`src/rtl/period_meter.sv`:
```
// Period meter: sums EDGES consecutive periods of an asynchronous square wave
// in clk_in cycles, aborting with a timeout flag when the signal is absent or too slow.
module period_meter #(
  parameter int CNT_W   = 32,
  parameter int EDGES   = 4,
  parameter int TIMEOUT = 50_000_000
) (
  input  logic             clk_in,
  input  logic             rst_n,
  input  logic             sig_in,
  input  logic             start,
  output logic             busy,
  output logic             done,
  output logic             timeout,
  output logic [CNT_W-1:0] period_sum
);

  typedef enum logic [1:0] {
    IDLE = 2'd0,
    ARM  = 2'd1,
    MEAS = 2'd2,
    DONE = 2'd3
  } state_t;

  localparam logic [CNT_W-1:0] CNT_ONE  = {{(CNT_W-1){1'b0}}, 1'b1};
  localparam logic [CNT_W-1:0] TMO_LAST = CNT_W'(TIMEOUT - 1);
  localparam logic [7:0]       EDGES_W  = 8'(EDGES);

  state_t           state_r, state_s;
  logic             s1_r, s2_r, s3_r;
  logic             rise_s;
  logic [CNT_W-1:0] cnt_r, cnt_s;
  logic [CNT_W-1:0] tcnt_r, tcnt_s;
  logic [7:0]       ecnt_r, ecnt_s;
  logic [CNT_W-1:0] sum_s;
  logic             tmo_s;
  logic             complete_s;

  // sig_in synchroniser plus delay flop for edge detection
  always_ff @(posedge clk_in or negedge rst_n) begin
    if (!rst_n) begin
      s1_r <= 1'b0;
      s2_r <= 1'b0;
      s3_r <= 1'b0;
    end else begin
      s1_r <= sig_in;
      s2_r <= s1_r;
      s3_r <= s2_r;
    end
  end

  assign rise_s = s2_r & ~s3_r;

  // Next-state, counter and result logic
  always_comb begin
    state_s    = state_r;
    cnt_s      = cnt_r;
    tcnt_s     = tcnt_r;
    ecnt_s     = ecnt_r;
    sum_s      = period_sum;
    tmo_s      = timeout;
    complete_s = 1'b0;
    case (state_r)
      IDLE: begin
        tcnt_s = '0;
        if (start) begin
          state_s = ARM;
          tmo_s   = 1'b0;
        end else begin
          state_s = IDLE;
        end
      end
      ARM: begin
        tcnt_s = tcnt_r + CNT_ONE;
        // A measurement cannot complete here, so the timeout always wins.
        if (tcnt_r == TMO_LAST) begin
          sum_s   = '0;
          tmo_s   = 1'b1;
          state_s = DONE;
        end else if (rise_s) begin
          state_s = MEAS;
          cnt_s   = CNT_ONE;
          ecnt_s  = 8'd0;
        end else begin
          state_s = ARM;
        end
      end
      MEAS: begin
        cnt_s      = cnt_r + CNT_ONE;
        tcnt_s     = tcnt_r + CNT_ONE;
        complete_s = rise_s && ((ecnt_r + 8'd1) == EDGES_W);
        if (rise_s) begin
          ecnt_s = ecnt_r + 8'd1;
        end else begin
          ecnt_s = ecnt_r;
        end
        if (complete_s) begin
          sum_s   = cnt_r;
          state_s = DONE;
        end else if (tcnt_r == TMO_LAST) begin
          sum_s   = '0;
          tmo_s   = 1'b1;
          state_s = DONE;
        end else begin
          state_s = MEAS;
        end
      end
      DONE: begin
        state_s = IDLE;
      end
      default: begin
        state_s = IDLE;
      end
    endcase
  end

  // State, counters and registered outputs
  always_ff @(posedge clk_in or negedge rst_n) begin
    if (!rst_n) begin
      state_r    <= IDLE;
      cnt_r      <= '0;
      tcnt_r     <= '0;
      ecnt_r     <= 8'd0;
      period_sum <= '0;
      timeout    <= 1'b0;
      busy       <= 1'b0;
      done       <= 1'b0;
    end else begin
      state_r    <= state_s;
      cnt_r      <= cnt_s;
      tcnt_r     <= tcnt_s;
      ecnt_r     <= ecnt_s;
      period_sum <= sum_s;
      timeout    <= tmo_s;
      busy       <= (state_s != IDLE);
      done       <= (state_s == DONE);
    end
  end

endmodule

```
`config.mk`:
```
export PLATFORM = sky130hd
export DESIGN_NAME = period_meter
export DESIGN_NICKNAME = d
export VERILOG_FILES = /design/src/rtl/period_meter.sv
export SDC_FILE = /design/constraint.sdc
export NUM_CORES = 1
export LEC_CHECK = 0
export ABC_AREA = 1
export BUFFER_PORTS_ARGS = -buffer_cell sky130_fd_sc_hd__buf_2
export CORE_MARGIN = 10
export CORE_UTILIZATION = 55
export DETAILED_ROUTE_END_ITERATION = 8
export GPL_TIMING_DRIVEN = 0
export PLACE_DENSITY = 0.78
export REMOVE_ABC_BUFFERS = 1
export SLEW_MARGIN = 20
export SYNTH_ARGS = -nofsm -noshare
export SYNTH_HDL_FRONTEND = slang
export SYNTH_SLANG_ARGS = --single-unit
```
`constraint.sdc`:
```
create_clock -name clk_in -period 2 [get_ports clk_in]
set_input_delay 0.3 -clock clk_in [delete_from_list [all_inputs] [get_ports clk_in]]
set_output_delay 0.3 -clock clk_in [all_outputs]
set_load 0.01 [all_outputs]
```
# == Word-level counts from Yosys, hierarchy flattened ==
# Cells that the tools add are included.
# Widths: inputs -> output; s select.
# totals
reg_bits,112
in_bits,4
out_inout_bits,35
wordCells,58
# classes
n_addsub,3
eq_ne,11
n_mux,21
bitwise_logic,2
n_reduce_logical,10
# op_table
operator,n
$pmux 32 s2,3
$mux 32,4
$add 32x1->32 const B,2
$eq 32x26->1 const B,1
$mux 8,3
$pmux 8 s2,1
$ne 2x2->1 const B,5
$add 8x1->8 const B,1
$eq 8x3->1 const B,1
$pmux 2 s4,1
$eq 2x2->1 const B,3
$mux 1,6
$reduce_and 3->1,2
$reduce_bool 2->1,3
$mux 2,2
$reduce_and 4->1,1
$pmux 1 s3,1
$reduce_bool 3->1,1
$eq 2x1->1 const B,1
$logic_not 2->1,1
$reduce_or 2->1,1
$and 1x1->1,1
$logic_and 1x1->1,1
$not 1->1,1

# == Logic depth before layout (Yosys ltp) ==
# depth
word_depth,6
ltp_mapped,13
mapped_depth_nobuf,13

# == Worst setup path before layout ==
# No wires, ideal clock.
# synth_path
kind,register to register
start,reg state_r[0]
end,reg tcnt_r[8]
setup_time_ps,120
arrival_ps,1770
required_time_ps,1880
setup_slack_ps,109
stages_incl_launch_ff,9
path_buffers,2
synth_period_minus_slack_ps,1891
path_cell_list,dfrtp_1 inv_1 ha_1 buf_2 nor2_1 inv_1 clkbuf_1 o211ai_1 inv_1
# synth_between
elab_chain_len,3
word_cells_on_any_way,6
cone_classes,eq/ne: 2; mux: 1; reduce/logical: 3
# synth_rtl
element,line,source
start: declaration,29,"state_t state_r, state_s;"
start signal: assignment,129,state_r <= state_s;
$eq 2x2->1 / $eq 2x1->1 (equally long branches),63,case (state_r)
$reduce_or 2->1 (no line),--,
$pmux 32 s2 / $reduce_bool 2->1 (equally long branches),--,
end signal: assignment,131,tcnt_r <= tcnt_s;
end: declaration,33,"logic [CNT_W-1:0] tcnt_r, tcnt_s;"
# Parallel ways exist; a longest one is shown, timed or not.
# A chain may end at the register's enable or synchronous reset.

# == Worst setup path after layout ==
# layout_path
start,reg state_r[1]
end,reg ecnt_r[1]
# layout_between
elab_chain_len,3
word_cells_on_any_way,8
cone_classes,eq/ne: 5; mux: 1; reduce/logical: 2
# layout_rtl
element,line,source
$eq 2x1->1 / $eq 2x2->1 (equally long branches),63,
$ne 2x2->1 (no line) / $reduce_bool 2->1 (equally long branches),--,
$reduce_and 4->1 (no line),--,
end signal: assignment,132,ecnt_r <= ecnt_s;
end: declaration,34,"logic [7:0] ecnt_r, ecnt_s;"
# Parallel ways exist; a longest one is shown, timed or not.

==> key figures <==
Placement
  – # port buffers: 38
  – GPL Wtd Cong: 0.9620
  – Dpl ws: -952.3 ps
  – DP HPWL: 11,160 microns

Pwr
  – Power Internal: 4.287 mW
  – Max IR drop VDD: 0.6292 mV
  – Clock power share: 25.8%
  – Net Sw Frac: 41.74%
  – LEAKAGE: 3.574 nW
  – Power Density: 910.4 nW/um^2
  – Sw power: 3.071 mW
  – Gate power share: 40.7%
  – Power share of the sequential group: 33.5%

Critical path
  – Startpoint Class: register
  – Worst r2r src: state_r[1]$_DFF_PN0_
  – Worst path bufs/invs: 3
  – CP Launch Point: state_r[1]$_DFF_PN0_
  – Kind of critical path: reg2reg
  – Slowest cell on crit path: dfrtp_1
  – Ordered cell list for the critical path: inv_1 -> ha_4 -> buf_12 -> clkinvlp_4 -> a21oi_4 -> nand3_4 -> nand2_1 -> o21ai_0
  – Max FO, Critical Path: 11
  – CP top delay family: buffers and inverters
  – Data arrival, critical path: 2250 ps
  – Max stage delay on crit path: 430 ps
  – Worst EP required: 2240 ps
  – CP Capture Type: register

Job
  – Max-cap violation count: 0

Global route
  – Largest net degree at the start of global routing: 58
  – Vias in the first global route: 6,253
  – Total GRT Usage: 23.04%
  – Global-route wire length before repair: 32,800 microns
  – Grt ovf: 0
  – Initial antenna violation count: 0

Drt
  – Vias/cell: 5.754
  – Drt drc: 0
  – Vias: 6,928
  – Routed len/inst: 17.37 microns
  – Antenna-violating nets left: 0
  – Drt first pass iters: 7
  – Final wirelength: 20,910 microns
  – DR iter-0 viols: 811

Min path
  – HP Start: sig_in
  – HP Class: in2reg

STA
  – Fmax: 0.4977 GHz
  – Final hold viol count: 0
  – Final WS setup: -9.267 ps
  – RSZ-0062 raised after global routing: yes
  – Final Setup Violations: 2
  – Max transition margin: 63.81%
  – Minimum clock period: 2009 ps
  – Tcrit/Tclk final: 100.5%
  – Slew Limit Fails: 0
  – Clock Skew: 9.693 ps
  – Worst Tran Pin Value: 542.8 ps

Yosys
  – Synthesized cell area: 6790 sq um
  – Library cells used by synthesis: 36
  – Leading area contributor after synthesis: dfrtp_1
  – Yosys top cell area share: 41.28%
  – Yosys reg bits: 112
  – Sequential-to-total area share from yosys stat: 41.28%
  – Synth Area per Inst: 6.943 sq um
  – Synth top area cells: dfrtp_1 41%, nand2_1 18%, nor2_1 7.7%
  – Syn Inst Count: 978
  – Synth Warn #: 0

Cells and area
  – FF/Latch Area: 2806 sq um
  – Fill cells: 997
  – Commonest cells after routing, fill and taps aside: 318 x nand2_1, 121 x nor2_1, 109 x dfrtp_1
  – Layout cells sized above 1: 17.08%
  – Area growth from synthesis to layout: 19.02%
  – Fin nets: 1,044
  – ANT cells: 0
  – Combined area of the multi-input logic cells: 3889 sq um
  – Commonest non-fill, non-tap cell in the layout: nand2_1
  – Core Util, Final: 67.00%

Clocking
  – CTS tree: yes
  – CTS root buf: clkbuf_16
  – Clock sink count: 112
  – Clk slew on worst S/H paths: 80 ps
  – H-tree depth: 3
  – Cts bufs inserted: 9
  – Clk Latency, worst-skew pair: 360 ps
  – Maximum buffer depth of the clock tree: 2

Die
  – Core footprint: 12,060 sq um
  – Num rows: 40
  – Die height: 131.1 microns
  – Die Wd: 131.1 microns
  – Top Ports: 39
  – Initial Util: 56.30%
  – Die ar.: 17,190 sq um

Outcome
  – Run status: finished, violations left
  – Failing checks: setup timing
logic make-up after synthesis:
| family | synth area share [%] |
|---|---|
| flops | 41.28 |
| xor+xnor | 2.064 |
| simple gates | 37.26 |
| buf+inv | 7.831 |
| fa+ha+maj | 1.474 |
| compound gates | 10.10 |
final timing paths:
| check | end | depth (start not counted) | slack (ps) |
|---|---|---|---|
| setup / recovery | ecnt_r[1]$_DFFE_PN0P_ | 8 | -9 |
| hold / removal | s1_r$_DFF_PN0_ | 1 | 50 |
| setup reg to reg | ecnt_r[1]$_DFFE_PN0P_ | 8 | -9 |
| hold reg to reg | s2_r$_DFF_PN0_ | 0 | 350 |
| max in group asynchronous | ecnt_r[1]$_DFFE_PN0P_ | 3 | 870 |
| min in group asynchronous | tcnt_r[11]$_DFFE_PN0P_ | 2 | 460 |
cell usage after synthesis:
library cell	number
inv_2	2
o21ai_2	18
nor3_2	2
nor2_4	2
nand2_4	2
and3_1	1
nand3_2	1
buf_1	1
buf_2	9
nand4_1	23
nor3b_1	1
nor3_1	34
dfrtp_1	112
o21a_1	3
buf_12	2
o21ai_1	32
o211ai_1	1
o21ai_0	39
nand3_1	56
nand2_2	11
nor2_1	139
a21oi_1	17
a211oi_1	2
nand3_4	1
clkbuf_1	16
xor2_1	14
ha_1	8
or2_2	2
nor2_2	1
xnor2_1	2
nand2_1	325
a31oi_1	2
inv_1	88
a21o_1	4
buf_6	2
buf_4	3
power by group through the flow:
stage          logic [mW]  clock network (mW)  registers (mW)
3_3_place_gp         1.72                   0            2.49
5_1_grt              3.17                2.00            2.48
3_5_place_dp         1.86                   0            2.49
2_1_floorplan        1.20                   0            2.48
6_report             2.99                1.90            2.47
4_1_cts              2.61                1.91            2.45
cell type report:
class / count / area share, %
multi-input cells: 755 / 48.12
flip-flops and latches: 112 / 34.73
repair buffers: 63 / 6.379
inverters: 90 / 4.335
clock buffers: 10 / 2.957
well taps: 168 / 2.601
clock inverters: 5 / 0.7896
repair inverters: 1 / 0.09289
timing repair:
item | 4_1_cts | 5_1_grt
hold endpoints to repair | 55 | 0
hold buffers | 1 | 0
resized for setup | 35 | 47
pin swaps | 12 | 12
gates cloned | 13 | 2
endpoints found under the setup margin | 96 | 97
setup buffers | 13 | 7
flip-flops by register name (all words and copies together), names as in the netlist, 2 cells and up:
signal,flops
state_r,2
cnt_r,32
period_sum,32
ecnt_r,8
tcnt_r,32
routing by layer:
metal,up-vias,GRT usage (%),wire (microns)
li1,3254,-,-
met5,-,0,0
met4,0,9.563,774
met2,374,37.02,9727
met1,3212,29.59,8408
met3,88,4.611,1999
stage by stage:
step	total power [mW]	cells	instance area (sq um)	hold slack, ps	TNS (ps)
5_1_grt	7.649	1204	8082	43.03	-1025
3_3_place_gp	4.208	1151	6997	335.2	-221660
2_1_floorplan	3.680	945	6596	4.409	-46300
4_1_cts	6.968	1195	7820	44.04	-305.2
6_report	7.357	1204	8082	46.24	-10.94
3_5_place_dp	4.345	1153	7063	292.7	-65630
Note: power is estimated with default switching activity, not from simulation.
